--- config.mk ---
export PLATFORM = sky130hd
export DESIGN_NAME = uart_frame_controller
export DESIGN_NICKNAME = d
export VERILOG_FILES = /design/src/rtl/uart_frame_controller.sv
export SDC_FILE = /design/constraint.sdc
export NUM_CORES = 1
export LEC_CHECK = 0
export ABC_AREA = 1
export CORE_MARGIN = 2
export CORE_UTILIZATION = 35
export DETAILED_ROUTE_END_ITERATION = 7
export PLACE_DENSITY = 0.52
export SLEW_MARGIN = 20
export SYNTH_ARGS = -nofsm -noshare
export SYNTH_HDL_FRONTEND = slang
export SYNTH_SLANG_ARGS = --single-unit
--- constraint.sdc ---
create_clock -name i_CLK -period 16.77 [get_ports i_CLK]
set_clock_uncertainty 0.05 [all_clocks]
set_input_delay 3.354 -clock i_CLK [delete_from_list [all_inputs] [get_ports i_CLK]]
set_output_delay 3.354 -clock i_CLK [all_outputs]
set_load 0.02 [all_outputs]
--- src/rtl/uart_frame_controller.sv ---
// rtl/uart_frame_controller.sv - full-duplex UART link: framed TX serialiser and PC command RX decoder
// Byte cores (uart_tx / uart_rx) live in this file so the block stays self-contained.

module uart_tx #(
    parameter int CLKS_PER_BIT = 2605
) (
    input  logic       clk,
    input  logic       rst,
    input  logic       dv,
    input  logic [7:0] data,
    output logic       txd,
    output logic       done
);
    localparam int CW = $clog2(CLKS_PER_BIT + 1);
    localparam logic [1:0] S_IDLE  = 2'd0;
    localparam logic [1:0] S_START = 2'd1;
    localparam logic [1:0] S_DATA  = 2'd2;
    localparam logic [1:0] S_STOP  = 2'd3;

    logic [1:0]    state;
    logic [CW-1:0] cnt;
    logic [2:0]    idx;
    logic [7:0]    shreg;
    logic          bit_end;

    assign bit_end = (cnt == CW'(CLKS_PER_BIT - 1));

    always_ff @(posedge clk or posedge rst) begin
        if (rst) begin
            state <= S_IDLE;
            cnt   <= '0;
            idx   <= '0;
            shreg <= '0;
            txd   <= 1'b1;
            done  <= 1'b0;
        end else begin
            done <= 1'b0;
            case (state)
                S_IDLE: begin
                    cnt <= '0;
                    idx <= '0;
                    if (dv) begin
                        shreg <= data;
                        txd   <= 1'b0;
                        state <= S_START;
                    end
                end
                S_START: begin
                    if (bit_end) begin
                        cnt   <= '0;
                        txd   <= shreg[0];
                        state <= S_DATA;
                    end else begin
                        cnt <= cnt + 1'b1;
                    end
                end
                S_DATA: begin
                    if (bit_end) begin
                        cnt <= '0;
                        if (idx == 3'd7) begin
                            txd   <= 1'b1;
                            state <= S_STOP;
                        end else begin
                            idx <= idx + 3'd1;
                            txd <= shreg[idx + 3'd1];
                        end
                    end else begin
                        cnt <= cnt + 1'b1;
                    end
                end
                default: begin
                    // done fires only after the full stop bit has been on the line
                    if (bit_end) begin
                        cnt   <= '0;
                        done  <= 1'b1;
                        state <= S_IDLE;
                    end else begin
                        cnt <= cnt + 1'b1;
                    end
                end
            endcase
        end
    end
endmodule

module uart_rx #(
    parameter int CLKS_PER_BIT = 2605
) (
    input  logic       clk,
    input  logic       rst,
    input  logic       rxd,
    output logic       dv,
    output logic [7:0] data
);
    localparam int CW = $clog2(CLKS_PER_BIT + 1);
    localparam logic [1:0] S_IDLE  = 2'd0;
    localparam logic [1:0] S_START = 2'd1;
    localparam logic [1:0] S_DATA  = 2'd2;
    localparam logic [1:0] S_STOP  = 2'd3;

    logic [1:0]    state;
    logic [CW-1:0] cnt;
    logic [2:0]    idx;
    logic          sync1;
    logic          rx;
    logic          bit_end;

    assign bit_end = (cnt == CW'(CLKS_PER_BIT - 1));

    always_ff @(posedge clk or posedge rst) begin
        if (rst) begin
            sync1 <= 1'b1;
            rx    <= 1'b1;
            state <= S_IDLE;
            cnt   <= '0;
            idx   <= '0;
            data  <= '0;
            dv    <= 1'b0;
        end else begin
            sync1 <= rxd;
            rx    <= sync1;
            dv    <= 1'b0;
            case (state)
                S_IDLE: begin
                    cnt <= '0;
                    idx <= '0;
                    if (!rx) state <= S_START;
                end
                S_START: begin
                    // re-check the start bit mid-way so a glitch is not taken as a byte
                    if (cnt == CW'((CLKS_PER_BIT - 1) / 2)) begin
                        cnt   <= '0;
                        state <= rx ? S_IDLE : S_DATA;
                    end else begin
                        cnt <= cnt + 1'b1;
                    end
                end
                S_DATA: begin
                    if (bit_end) begin
                        cnt       <= '0;
                        data[idx] <= rx;
                        if (idx == 3'd7) state <= S_STOP;
                        else             idx   <= idx + 3'd1;
                    end else begin
                        cnt <= cnt + 1'b1;
                    end
                end
                default: begin
                    if (bit_end) begin
                        cnt   <= '0;
                        dv    <= rx;
                        state <= S_IDLE;
                    end else begin
                        cnt <= cnt + 1'b1;
                    end
                end
            endcase
        end
    end
endmodule

module uart_frame_controller #(
    parameter int CLKS_PER_BIT    = 2605,
    parameter int MAX_TX_BYTES    = 8,
    parameter int LEN_W           = 4,
    parameter int RX_TIMEOUT_CLKS = 2000000
) (
    input  logic                      i_CLK,
    input  logic                      i_RST,
    input  logic [8*MAX_TX_BYTES-1:0] i_TX_DATA,
    input  logic [LEN_W-1:0]          i_TX_LEN,
    input  logic                      i_TX_VALID,
    output logic                      o_TX_READY,
    output logic                      o_TX_ERR,
    output logic [7:0]                o_RX_CMD,
    output logic [7:0]                o_RX_ARG,
    output logic                      o_RX_VALID,
    output logic                      o_RX_ERR,
    input  logic                      i_CORE_BUSY,
    input  logic                      i_UART_RXD,
    output logic                      o_UART_TXD
);
    localparam int FW   = 8 * MAX_TX_BYTES;
    localparam int TO_W = $clog2(RX_TIMEOUT_CLKS + 1);

    localparam logic [1:0] TX_IDLE = 2'd0;
    localparam logic [1:0] TX_LOAD = 2'd1;
    localparam logic [1:0] TX_SEND = 2'd2;
    localparam logic [1:0] TX_WAIT = 2'd3;

    localparam logic RX_IDLE = 1'b0;
    localparam logic RX_ARG  = 1'b1;

    localparam logic [7:0] CMD_R = 8'h52;
    localparam logic [7:0] CMD_S = 8'h53;
    localparam logic [7:0] CMD_M = 8'h6D;
    localparam logic [7:0] CMD_A = 8'h61;

    logic [1:0]       tx_state;
    logic [FW-1:0]    shift;
    logic [LEN_W-1:0] remaining;
    logic             byte_dv;
    logic             byte_done;

    logic             rx_state;
    logic             rx_dv;
    logic [7:0]       rx_byte;
    logic [7:0]       pend_cmd;
    logic [TO_W-1:0]  to_cnt;

    assign byte_dv = (tx_state == TX_SEND);

    uart_tx #(.CLKS_PER_BIT(CLKS_PER_BIT)) u_tx (
        .clk  (i_CLK),
        .rst  (i_RST),
        .dv   (byte_dv),
        .data (shift[FW-1 -: 8]),
        .txd  (o_UART_TXD),
        .done (byte_done)
    );

    uart_rx #(.CLKS_PER_BIT(CLKS_PER_BIT)) u_rx (
        .clk  (i_CLK),
        .rst  (i_RST),
        .rxd  (i_UART_RXD),
        .dv   (rx_dv),
        .data (rx_byte)
    );

    // Ready is registered: it rises on the first idle edge after reset or a dropped frame
    always_ff @(posedge i_CLK or posedge i_RST) begin
        if (i_RST) begin
            tx_state   <= TX_IDLE;
            shift      <= '0;
            remaining  <= '0;
            o_TX_READY <= 1'b0;
            o_TX_ERR   <= 1'b0;
        end else begin
            o_TX_ERR <= 1'b0;
            case (tx_state)
                TX_IDLE: begin
                    if (o_TX_READY && i_TX_VALID) begin
                        shift      <= i_TX_DATA;
                        remaining  <= i_TX_LEN;
                        o_TX_READY <= 1'b0;
                        tx_state   <= TX_LOAD;
                    end else begin
                        o_TX_READY <= 1'b1;
                    end
                end
                TX_LOAD: begin
                    if ((remaining == '0) || (remaining > LEN_W'(MAX_TX_BYTES))) begin
                        o_TX_ERR <= 1'b1;
                        tx_state <= TX_IDLE;
                    end else begin
                        tx_state <= TX_SEND;
                    end
                end
                TX_SEND: begin
                    remaining <= remaining - 1'b1;
                    tx_state  <= TX_WAIT;
                end
                default: begin
                    if (byte_done) begin
                        shift <= shift << 8;
                        if (remaining == '0) begin
                            o_TX_READY <= 1'b1;
                            tx_state   <= TX_IDLE;
                        end else begin
                            tx_state <= TX_SEND;
                        end
                    end
                end
            endcase
        end
    end

    always_ff @(posedge i_CLK or posedge i_RST) begin
        if (i_RST) begin
            rx_state   <= RX_IDLE;
            pend_cmd   <= '0;
            to_cnt     <= '0;
            o_RX_CMD   <= '0;
            o_RX_ARG   <= '0;
            o_RX_VALID <= 1'b0;
            o_RX_ERR   <= 1'b0;
        end else begin
            o_RX_VALID <= 1'b0;
            o_RX_ERR   <= 1'b0;
            if (rx_state == RX_IDLE) begin
                if (rx_dv) begin
                    if (rx_byte == CMD_S || (rx_byte == CMD_R && !i_CORE_BUSY)) begin
                        o_RX_CMD   <= rx_byte;
                        o_RX_ARG   <= 8'h00;
                        o_RX_VALID <= 1'b1;
                    end else if ((rx_byte == CMD_M || rx_byte == CMD_A) && !i_CORE_BUSY) begin
                        pend_cmd <= rx_byte;
                        to_cnt   <= '0;
                        rx_state <= RX_ARG;
                    end else begin
                        o_RX_ERR <= 1'b1;
                    end
                end
            end else begin
                // Busy is deliberately ignored here: an accepted command always completes
                if (rx_dv) begin
                    o_RX_CMD   <= pend_cmd;
                    o_RX_ARG   <= rx_byte;
                    o_RX_VALID <= 1'b1;
                    rx_state   <= RX_IDLE;
                end else if (to_cnt == TO_W'(RX_TIMEOUT_CLKS - 1)) begin
                    o_RX_ERR <= 1'b1;
                    rx_state <= RX_IDLE;
                end else begin
                    to_cnt <= to_cnt + 1'b1;
                end
            end
        end
    end
endmodule

Yosys cells after proc, flatten, opt, wreduce, memory -nomap -nowiden
Cells that the tools add are included.
{"block": "totals", "elab_cells": 193, "out_inout_bits": 21, "input_bits": 73, "register_bits": 175}
{"block": "op_classes", "eq_ne": 30, "n_mux": 84, "bitwise": 3, "magnitude_cmp": 4, "add_sub_neg": 6, "reduce_logical": 41}
{"cell": "two-way mux 64 bit", "n": 2}
{"cell": "case mux 64 bit (2 select lines)", "n": 1}
{"cell": "two-way mux 21 bit", "n": 6}
{"cell": "two-way mux 8 bit", "n": 8}
{"cell": "two-way mux 12 bit", "n": 4}
{"cell": "== test 8 x 7 -> 1 bit (second input constant)", "n": 4}
{"cell": "two-way mux 1 bit", "n": 31}
{"cell": "two-way mux 2 bit", "n": 15}
{"cell": "adder 12 x 1 -> 12 bit (second input constant)", "n": 2}
{"cell": "== test 12 bit (second input constant)", "n": 2}
{"cell": "case mux 12 bit (2 select lines)", "n": 1}
{"cell": "adder 21 x 1 -> 21 bit (second input constant)", "n": 1}
{"cell": "== test 21 bit (second input constant)", "n": 1}
{"cell": "case mux 2 bit (3 select lines)", "n": 3}
{"cell": "nonzero test 2 bit", "n": 9}
{"cell": "AND reduction 5 bit", "n": 3}
{"cell": "!= test 2 x 1 -> 1 bit (second input constant)", "n": 7}
{"cell": "!= test 2 bit (second input constant)", "n": 7}
{"cell": "== test 12 x 11 -> 1 bit (second input constant)", "n": 1}
{"cell": "two-way mux 3 bit", "n": 4}
{"cell": "case mux 3 bit (2 select lines)", "n": 2}
{"cell": "AND reduction 3 bit", "n": 4}
{"cell": "AND reduction 2 bit", "n": 5}
{"cell": "bitwise mux 8 bit", "n": 1}
{"cell": "25 further kinds", "n": 44}

Longest topological paths before layout
Gate-level depths: netlist of run 1.
{"block": "depth", "ltp_word": 7, "depth_mapped": 10}

By module
Synthesis of run 1 repeated with hierarchy kept, for this count alone.
{"block": "hier_totals", "cells_unflattened": 1117, "area_unflattened_um2": 8944.8}
{"mod": "uart_frame_controller", "cells_each": 761, "instances": 1, "area_per_inst_um2": 5984.5, "seq_area_each_um2": 3002.9}
{"mod": "uart_rx", "cells_each": 190, "instances": 1, "area_per_inst_um2": 1508.9, "seq_area_each_um2": 703.2}
{"mod": "uart_tx", "cells_each": 166, "instances": 1, "area_per_inst_um2": 1451.4, "seq_area_each_um2": 676.9}

Worst setup path after synthesis of run 1
OpenSTA, ideal clock, no wires.
{"block": "synth_timing", "kind": "input -> register", "start": "input i_CORE_BUSY", "end": "register to_cnt[14]", "arrival_time_ps": 4142, "slack_ps": 12462, "path_buffers": 1, "path_stages": 9, "path_cell_list": "inv_1 -> nand3_1 -> nor2_1 -> nand4_1 -> nand2_4 -> inv_4 -> buf_6 -> nand2_1 -> nand2_1"}
{"block": "synth_between", "elab_chain_cells": 5}
{"element": "from (decl)", "line_no": "179", "rtl": "input logic i_CORE_BUSY,"}
{"element": "logical NOT 1 bit *", "line_no": "292, 296"}
{"element": "logical AND 1 bit", "line_no": "292", "rtl": "if (rx_byte == CMD_S || (rx_byte == CMD_R && !i_CORE_BUSY)) begin"}
{"element": "logical OR 1 bit", "line_no": "292"}
{"element": "!= test 2 bit (no line)"}
{"element": "AND reduction 5 bit (no line) *"}
{"element": "to (signal assigned)", "line_no": "315", "rtl": "to_cnt <= to_cnt + 1'b1;"}
{"element": "to (decl)", "line_no": "209", "rtl": "logic [TO_W-1:0] to_cnt;"}
Mark *: on every way between the ends. The rest lies on a longest branch, timed or not.
A chain may end at the register's enable or synchronous reset.

==> metrics.md, run 1 <==
| Metric | Value |
|---|---|
| GRT Util Overall | `14.8%` |
| Hold crit path type | `flip-flop to flip-flop` |
| DRC violations left | `0` |
| Min-delay src | `u_rx.sync1` |
| DP Wirelength | `12600 um` |
| Synth Register Bits | `175` |
| WL/cell | `12.0 um` |
| Min-Delay Path Depth | `0` |
| DRT Pass-1 Iters | `4` |
| Vias in the first global route | `6782` |
| R2R setup slack | `14.41 ns` |
| Gate power share | `3.0%` |
| CTS Hold Bufs | `0` |
| Setup-failing EPs final | `0` |
| Setup TNS | `0 ns` |
| Largest family of logic cells by synthesized area | `simple AND/OR/NAND/NOR gates` |
| Max-cap viol count | `0` |
| Path depth of the worst reg2reg path | `7` |
| Critical Path RT | `17.15 ns` |
| Ranking of synthesized cells by area | `dfrtp_1, nand2_1, o21ai_0, inv_1, nor2_1` |
| Hold Vio Cnt, Final | `0` |
| Reg2reg start | `tx_state[0]` |
| Syn nets | `1229` |
| Register area share after synthesis | `49.8%` |
| Share of Yosys cell area claimed by the top area cell type | `48.9%` |
| Relative slew slack | `36.9%` |
| Initial DRC count | `377` |
| Number of antenna-violating nets in the routed design | `0` |
| Period utilisation layout | `30.1%` |
| Yosys warns | `0` |
| Worst path max stage delay | `0.85 ns` |
| Ys async rst share | `100%` |
| Initial antenna violation count | `2` |
| Die Height | `163 um` |
| CTS tree | `done` |
| Crit-path max FO | `106` |
| Post-synthesis mux area share | `0.228%` |
| GPL Wtd Cong | `0.752` |
| Achievable Freq | `198 MHz` |
| Post-CTS sizing | `0` |
| Sink Count | `175` |
| Die area | `26400 um2` |
| Clk pwr share | `49.4%` |
| Fillers | `2491` |
| Cell variety after synth | `36` |
| Slew @ Worst Pin | `0.946 ns` |
| Critical path's slowest cell | `buf_4` |
| P_sw | `182 uW` |
| Row count | `58` |
| Vias/cell | `4.54` |
| CP Cell Sequence | `clkdlybuf4s50_1 -> inv_6 -> buf_4` |
| Post-synthesis simple-gate area fraction | `23.9%` |
| Post-Synth XOR/XNOR Area | `1.39%` |
| Post-Route WL | `18700 um` |
| PwrDens | `83.2 nW/um2` |
| Compound-cell area share of the yosys netlist | `12.5%` |
| Static Leakage | `4.94 nW` |
| Status | `complete, no violations` |
| CTS max path bufs | `2` |
| First-pass GRT wire length | `31900 um` |
| CTS Buf Count | `17` |
| Internal power | `707 uW` |
| Grt ovf | `0` |
| RSZ-0062 raised after global routing | `no` |
| Postcts setup bufs | `0` |
| WHS Endpoint | `u_rx.rx` |
| Synth Area in Adders | `2.70%` |
| Syn-to-layout area delta | `21.4%` |
| Clk pin slew, worst setup/hold paths | `0.07 ns` |
| Commonest register cell after synthesis | `dfrtp_1` |
| Initial Util | `35.3%` |
| Die width | `163 um` |
| Core ar. | `24900 um2` |
| Worst reg2reg path endpoint | `shift[46]` |
| Root buffer cell | `clkbuf_16` |
| CP Capture Type | `asynchronous set/reset pin` |
| Count leader, synth | `nand2_1` |
| Net Sw Frac | `20.4%` |
| Startpoint types | `input pin` |
| Total power draw | `888 uW` |
| Synth cell count leaders | `nand2_1, dfrtp_1, inv_1, o21ai_0, nor2_1` |
| Num ports | `94` |
| # H-tree levels | `4` |
| Critical path class | `input pin to asynchronous set/reset pin` |
| Clock Latency Late Sink | `0.42 ns` |
| Number of synthesized flops with an enable pin | `0` |
| Vias | `7085` |
| Average size of a mapped cell | `7.73 um2` |
| Post-Synthesis Cells | `1137` |
| Max Slew Vio Count | `0` |
| Sequential Power Share | `47.6%` |
| Synth area leader | `dfrtp_1` |
| Fin crit period | `5.05 ns` |
| Maximum VDD drop | `0.0450 mV` |
| Largest net degree at the start of global routing | `121` |
| I/O Buffers | `93` |
| NumNets Final | `1307` |
| Share of cells above drive strength 1 | `5.05%` |
| Mapped Area | `8790 um2` |
| CP arrival | `5.43 ns` |
[per-stage QoR]
step | utilization [%] | worst slack (ns) | hold slack, ns | cells | area [um2]
after global routing | 42.9 | 11.36 | 0.315 | 1558 | 10700
after CTS | 42.7 | 11.60 | 0.314 | 1556 | 10600
after detailed placement | 40.1 | 11.14 | 0.304 | 1524 | 9980
after floorplan | - | 8.63 | 0.295 | 1137 | 8790
after global placement | 40.1 | 11.11 | 0.297 | 1524 | 9980
final | 42.9 | 11.72 | 0.312 | 1559 | 10700
[worst max-delay path by stage]
stage | startpoint | end | cells past startpoint
after global routing | i_RST | u_tx.cnt[6] | 3
final | i_RST | u_tx.cnt[6] | 3
after detailed placement | i_RST | remaining[0] | 3
after CTS | i_RST | shift[62] | 3
after global placement | i_RST | u_tx.cnt[10] | 3
after floorplan | i_RST | o_RX_ARG[0] | 1
[layer usage]
metal | global-route usage [%] | vias to the layer above | wire length, um
li1 | - | 3742 | -
met1 | 19.7 | 3197 | 9100
met2 | 23.8 | 126 | 8460
met3 | 4.33 | 18 | 942
met4 | 3.34 | 2 | 171
met5 | 0 | - | 11
[flip-flops by register name, indices dropped and copies added, names as in the netlist, 4 cells and up]
| register | cells |
|---|---|
| o_RX_ARG | 8 |
| o_RX_CMD | 8 |
| pend_cmd | 8 |
| remaining | 4 |
| shift | 64 |
| to_cnt | 21 |
| u_rx.cnt | 12 |
| u_rx.data | 8 |
| u_tx.cnt | 12 |
| u_tx.shreg | 8 |
[area by class of cell]
class | instances | area (um2) | share of cell area, %
Sequential cell | 175 | 4380 | 41.0
Antenna cell | 1 | 2.50 | 0.0234
Clock inverter | 13 | 209 | 1.96
Timing Repair Buffer | 96 | 986 | 9.23
Clock buffer | 19 | 443 | 4.15
Tap cell | 330 | 413 | 3.87
Inverter | 170 | 646 | 6.05
Multi-Input combinational cell | 755 | 3600 | 33.7
[critical path, delay by kind of cell]
family / cells / cell delay (ns)
buffers and inverters: 3 / 1.99
[cell families (layout without fill, tap and decap cells)]
logic type	after synthesis	in the layout
AO/OA/AOI/OAI	216	216
multiplexers	2	2
other	0	1
AND/OR/NAND/NOR	504	504
flip-flops	175	175
XOR/XNOR	14	14
buffers and inverters	207	298
adder cells (fa/ha/maj)	19	19
[placed cells by master, fill, tap and decap left out, types with 3 or more instances in the layout]
master             n
nand2_1          326
dfrtp_1          172
inv_1            162
o21ai_0          162
clkdlybuf4s50_1   93
nor2_1            74
nand3_1           53
o21ai_1           29
ha_1              18
a21oi_1           17
clkbuf_16         17
nor3_1            16
nand4_1           14
xor2_1            10
nor2_2             5
bufinv_16          5
nor3_2             4
xnor2_1            4
nand3_2            3
inv_2              3
nand2_2            3
clkinv_1           3
o21a_1             3
inv_6              3
clkinvlp_4         3
dfstp_2            3
[power by group through the flow]
| stage | Clock (mW) | Combinational, mW | Sequential, mW |
|---|---|---|---|
| finish | 0.439 | 0.0266 | 0.423 |
| global route | 0.470 | 0.0297 | 0.422 |
| CTS | 0.452 | 0.0277 | 0.422 |
| detailed placement | 0 | 0.0276 | 0.430 |
| global placement | 0 | 0.0279 | 0.430 |
| floorplan | 0 | 0.00675 | 0.431 |
(Power assumes the default switching activity.)
==> inputs of run 2 (changes only) <==
Clock period 16.77 ns to 5 ns, I/O delays scaled along.
==> run 2 against run 1 <==
  * Sequential cell count unchanged
  * Setup slack got worse by 9.4 ns
  * Power increased to 3.2 times the previous value
  * Largest cell class unchanged
==> metrics.md, run 2 (synthesized netlist as in run 1, its figures left out) <==
| Metric | Value |
|---|---|
| Status | `complete, no violations` |
| WL/cell | `12.1 um (+0.82%)` |
| Die area | `26400 um2 (unchanged)` |
| Die width | `163 um (unchanged)` |
| Postcts setup bufs | `0 (unchanged)` |
| Pre-CTS worst setup slack | `1.97 ns (-9.17 ns)` |
| Achievable Freq | `376 MHz` |
| Number of antenna-violating nets in the routed design | `0 (unchanged)` |
| Vias | `7060 (-0.35%)` |
| Initial DRC count | `401 (+6.4%)` |
| CP arrival | `2.91 ns (-2.52 ns)` |
| Critical path's slowest cell | `buf_4` |
| CTS max path bufs | `2 (unchanged)` |
| Reg2reg start | `tx_state[0]` |
| Vias/cell | `4.53 (-0.42%)` |
| Initial antenna violation count | `3 (+1)` |
| Period utilisation layout | `53.1%` |
| Crit-path most repeated cell | `nand2_1` |
| Largest regs | `shift: 64 flops, to_cnt: 21 flops` |
| Clk pin slew, worst setup/hold paths | `0.07 ns (about the same)` |
| Hold Slack | `0.307 ns (-0.00457 ns)` |
| Min-Delay Path Depth | `0 (unchanged)` |
| DRC violations left | `0 (unchanged)` |
| R2R setup slack | `2.34 ns (-12.07 ns)` |
| Worst path max stage delay | `0.72 ns (-0.13 ns)` |
| Max-cap viol count | `0 (unchanged)` |
| CTS Buf Count | `17 (unchanged)` |
| Num ports | `94 (unchanged)` |
| Vias in the first global route | `6888 (+1.6%)` |
| Commonest non-fill, non-tap cell in the layout | `nand2_1` |
| Fin crit period | `2.66 ns` |
| Grt ovf | `0 (unchanged)` |
| GPL Wtd Cong | `0.758 (+0.74%)` |
| Syn-to-layout area delta | `20.6%` |
| Max Slew Vio Count | `0 (unchanged)` |
| PwrDens | `265 nW/um2 (+220%)` |
| Largest net degree at the start of global routing | `148 (+22%)` |
| GRT Util Overall | `15.2% (+0.39 points)` |
| CP Cell Sequence | `inv_1 -> ha_4 -> buf_4 -> nand2_1 -> and2_4 -> buf_16 -> nand2_1 -> o21ai_0` |
| Share of cells above drive strength 1 | `5.21% (+0.16 points)` |
| Maximum VDD drop | `0.192 mV (+330%)` |
| # H-tree levels | `4 (unchanged)` |
| Root buffer cell | `clkbuf_16` |
| Placed insts | `1526 (+0.13%)` |
| Most frequent cells in the layout | `nand2_1, dfrtp_1, inv_1, o21ai_0, clkdlybuf4s50_1` |
| Critical path class | `flip-flop to flip-flop` |
| DRT Pass-1 Iters | `5 (+1)` |
| CTS Hold Bufs | `0 (unchanged)` |
| DP Wirelength | `12700 um (+0.87%)` |
| Initial Util | `35.3% (unchanged)` |
| Post-Route WL | `18900 um (+0.88%)` |
| Top cell family by delay on the critical path | `buffers and inverters` |
| Post-CTS sizing | `0 (unchanged)` |
| Die Height | `163 um (unchanged)` |
| Core ar. | `24900 um2 (unchanged)` |
| Slew @ Worst Pin | `0.960 ns (+0.0140 ns)` |
| Row count | `58 (unchanged)` |
| Static Leakage | `4.91 nW (-0.66%)` |
| CP Capture Type | `flip-flop` |
| Hold Vio Cnt, Final | `0 (unchanged)` |
| Path depth of the worst reg2reg path | `8 (+1)` |
| Fin cells | `1560 (+0.064%)` |
| Final instance area | `10600 um2 (-0.66%)` |
| Relative slew slack | `36.0% (-0.93 points)` |
| Setup-failing EPs final | `0 (unchanged)` |
| Clock Latency Late Sink | `0.43 ns (about the same)` |
| Setup ws final | `2.34 ns (-9.38 ns)` |
| Worst reg2reg path endpoint | `shift[33]` |
| Setup TNS | `0 ns (unchanged)` |
| I/O Buffers | `93 (unchanged)` |
| RSZ-0062 raised after global routing | `no` |
| Startpoint types | `flip-flop` |
| Buf/Inv on CP | `3 (unchanged)` |
| Sink Count | `175 (unchanged)` |
| NumNets Final | `1308 (+0.077%)` |
| Top reg by flops | `shift` |
| Max FFs per register | `64 (unchanged)` |
| Min-delay src | `u_rx.sync1` |
| Critical Path RT | `5.25 ns (-11.90 ns)` |
| CTS tree | `done` |
| Crit-path max FO | `116 (+9.4%)` |
| WHS Endpoint | `u_rx.rx` |
| Hold crit path type | `flip-flop to flip-flop` |
| Post-DP Area | `10000 um2 (+0.26%)` |
| First-pass GRT wire length | `32700 um (+2.4%)` |
## run 2: worst reg2reg max path: cells and delay by family (launching register included)
family	cells	cell delay, ns
AO/OA/AOI/OAI	1	0.08
adder cells (fa/ha/maj)	1	0.16
buffers and inverters	3	1.16
flip-flops	1	0.41
AND/OR/NAND/NOR	3	0.67
## run 2: layout make-up
cell class                      instances  area (um2)
Fill cell                            2568       14300
Sequential cell                       175        4380
Antenna cell                            1        2.50
Clock inverter                         15         150
Tap cell                              330         413
Clock buffer                           17         425
Timing Repair Buffer                   97         993
Inverter                              170         644
Multi-Input combinational cell        755        3600
## run 2: through the flow
step                      power [mW]  util (%)
after global routing            2.94      42.6
final                           2.81      42.6
after CTS                       2.87      42.5
after detailed placement        1.54      40.2
after global placement          1.54      40.2
after floorplan                 1.47         -
## run 2: how the worst max path moves through the flow
| stage | cells past startpoint | slack [ns] | endpoint | from |
|---|---|---|---|---|
| 3_5_place_dp | 9 | 1.97 | to_cnt[14] | i_CORE_BUSY |
| 2_1_floorplan | 1 | 1.71 | o_RX_ARG[0] | i_RST |
| 6_report | 8 | 2.34 | shift[33] | tx_state[0] |
| 4_1_cts | 7 | 2.23 | shift[44] | tx_state[0] |
| 5_1_grt | 8 | 2.02 | shift[33] | tx_state[0] |
| 3_3_place_gp | 9 | 2.02 | to_cnt[11] | i_CORE_BUSY |
## run 2: layer usage
metal | vias up | track usage (%) | part of all wire, %
met2 | 122 | 25.0 | 46
met3 | 11 | 4.66 | 5.3
li1 | 3747 | - | -
met5 | - | 0 | 0.12
met4 | 4 | 3.78 | 0.74
met1 | 3176 | 19.5 | 48
## run 2: report_power, final
part           internal, mW  switching, mW
clock                 0.702          0.603
sequential             1.42       0.000353
combinational        0.0516         0.0385
==> inputs of run 3 (changes only) <==
Clock period 5 ns to 2.67 ns, I/O delays scaled along.
==> run 3 against run 2 <==
  * Die area unchanged
  * Cell area up 0.72%
  * Routed wire length grew 0.87%
  * Sequential share of layout area decreased by 0.30 points
  * Via count is 0.86% higher
  * Register-to-register slack lost 1.6 ns
  * Critical path depth down 7
  * Setup slack got worse by 1.8 ns
  * Global-route usage is 0.32 points higher
  * First-iteration DRC count up 18%
  * Non-clock buffer count rose by 4
==> metrics.md, run 3 (synthesized netlist as in run 1, its figures left out) <==
| Metric | Value |
|---|---|
| Static Leakage | `4.94 nW (+0.70%)` |
| Vias | `7121 (+0.86%)` |
| Largest net degree at the start of global routing | `111 (-25%)` |
| Most frequent cells in the layout | `nand2_1, dfrtp_1, inv_1, o21ai_0, clkdlybuf4s50_1` |
| First-pass GRT wire length | `33600 um (+2.7%)` |
| Max FFs per register | `64 (unchanged)` |
| Relative slew slack | `67.5% (+32 points)` |
| Hold Slack | `0.306 ns (-0.000758 ns)` |
| Setup-failing EPs final | `0 (unchanged)` |
| I/O Buffers | `93 (unchanged)` |
| RSZ-0062 raised after global routing | `no` |
| Root buffer cell | `clkbuf_16` |
| Die Height | `163 um (unchanged)` |
| Syn-to-layout area delta | `21.5%` |
| PwrDens | `496 nW/um2 (+87%)` |
| DRT Pass-1 Iters | `5 (unchanged)` |
| DRC violations left | `0 (unchanged)` |
| Share of cells above drive strength 1 | `5.52% (+0.31 points)` |
| Initial antenna violation count | `2 (-1)` |
| Buf/Inv on CP | `1 (-2)` |
| Maximum VDD drop | `0.359 mV (+87%)` |
| Setup TNS | `0 ns (unchanged)` |
| Fin crit period | `2.17 ns` |
| Max-cap viol count | `0 (unchanged)` |
| Postcts setup bufs | `0 (unchanged)` |
| CTS max path bufs | `2 (unchanged)` |
| Pre-CTS worst setup slack | `0.471 ns (-1.50 ns)` |
| CP Capture Type | `output port` |
| Initial DRC count | `473 (+18%)` |
| Startpoint types | `flip-flop` |
| Crit-path max FO | `2 (-98%)` |
| Min-Delay Path Depth | `0 (unchanged)` |
| GRT Util Overall | `15.5% (+0.32 points)` |
| Die width | `163 um (unchanged)` |
| Setup ws final | `0.501 ns (-1.84 ns)` |
| Core ar. | `24900 um2 (unchanged)` |
| Hold crit path type | `flip-flop to flip-flop` |
| Commonest non-fill, non-tap cell in the layout | `nand2_1` |
| Grt ovf | `0 (unchanged)` |
| CP arrival | `1.59 ns (-1.32 ns)` |
| CTS Hold Bufs | `0 (unchanged)` |
| Clock Latency Late Sink | `0.42 ns (about the same)` |
| Hold Vio Cnt, Final | `0 (unchanged)` |
| Area of the multi-input gates | `3600 um2 (unchanged)` |
| Vias in the first global route | `6908 (+0.29%)` |
| Clk pin slew, worst setup/hold paths | `0.07 ns (about the same)` |
| Critical path class | `flip-flop to output port` |
| Period utilisation layout | `81.2%` |
| CTS Buf Count | `17 (unchanged)` |
| Fin cells | `1565 (+0.32%)` |
| Largest regs | `shift: 64 flops, to_cnt: 21 flops` |
| Initial Util | `35.3% (unchanged)` |
| Worst path max stage delay | `0.61 ns (-0.11 ns)` |
| Post-CTS sizing | `0 (unchanged)` |
| Achievable Freq | `461 MHz` |
| CTS tree | `done` |
| GPL Wtd Cong | `0.765 (+0.91%)` |
| Path depth of the worst reg2reg path | `8 (unchanged)` |
| Placed insts | `1531 (+0.33%)` |
| Post-Route WL | `19000 um (+0.87%)` |
| DP Wirelength | `13300 um (+4.6%)` |
| Die area | `26400 um2 (unchanged)` |
| Final core occ | `42.9% (+0.31 points)` |
| Max Slew Vio Count | `0 (unchanged)` |
| Num ports | `94 (unchanged)` |
| Status | `complete, no violations` |
| Row count | `58 (unchanged)` |
| Critical Path RT | `2.09 ns (-3.16 ns)` |
| Critical path's slowest cell | `clkdlybuf4s50_1` |
| # H-tree levels | `4 (unchanged)` |
| WL/cell | `12.2 um (+0.55%)` |
| Top reg by flops | `shift` |
| Top cell family by delay on the critical path | `buffers and inverters` |
| Fillers | `2511 (-2.2%)` |
| Sink Count | `175 (unchanged)` |
| CP Cell Sequence | `clkdlybuf4s50_1` |
| Number of antenna-violating nets in the routed design | `0 (unchanged)` |
| Slew @ Worst Pin | `0.483 ns (-0.477 ns)` |
| Crit path depth | `1 (-7)` |
| NumNets Final | `1312 (+0.31%)` |
| Storage element area | `4380 um2 (unchanged)` |
| Vias/cell | `4.55 (+0.54%)` |
run 3: changes by cell type in the layout (fill, tap and decap cells not counted), sizes merged:
cell / delta
buf: +4
clkinvlp: -1
inv: +1
diode: +1
run 3: metrics by stage:
stage / area, um2 / power [mW]
3_5_place_dp: 10100 / 2.89
5_1_grt: 10700 / 5.51
3_3_place_gp: 10100 / 2.89
2_1_floorplan: 8800 / 2.75
4_1_cts: 10700 / 5.38
6_report: 10700 / 5.30
run 3: final cells by class:
type	instances	area share, %
inverters	170	6.03
repair buffers	101	9.98
flip-flops and latches	175	41.0
well taps	330	3.86
clock buffers	17	3.98
diodes	2	0.0468
clock inverters	15	1.42
multi-input cells	755	33.7
run 3: routing by layer:
layer | GRT usage, % | vias up | share of wire (%)
met5 | 0 | - | 0
met3 | 3.49 | 16 | 4.3
met1 | 21.3 | 3229 | 49
li1 | - | 3763 | -
met2 | 24.7 | 113 | 46
met4 | 4.14 | 0 | 0.90
run 3: worst paths after layout:
path / startpoint / end / slack, ns
max reg2reg: tx_state[0] / shift[38] / 0.75
max: u_tx.txd / o_UART_TXD / 0.50
min: u_rx.sync1 / u_rx.rx / 0.31
min in group asynchronous: i_RST / to_cnt[14] / 0.38
max in group asynchronous: i_RST / u_rx.rx / 1.43
min reg2reg: u_rx.sync1 / u_rx.rx / 0.31
run 3: report_power, final:
part | switching, mW | internal, mW | total, mW
sequential | 0.000678 | 2.65 | 2.65
clock | 1.15 | 1.32 | 2.47
combinational | 0.0746 | 0.102 | 0.176
total | 1.23 | 4.07 | 5.30
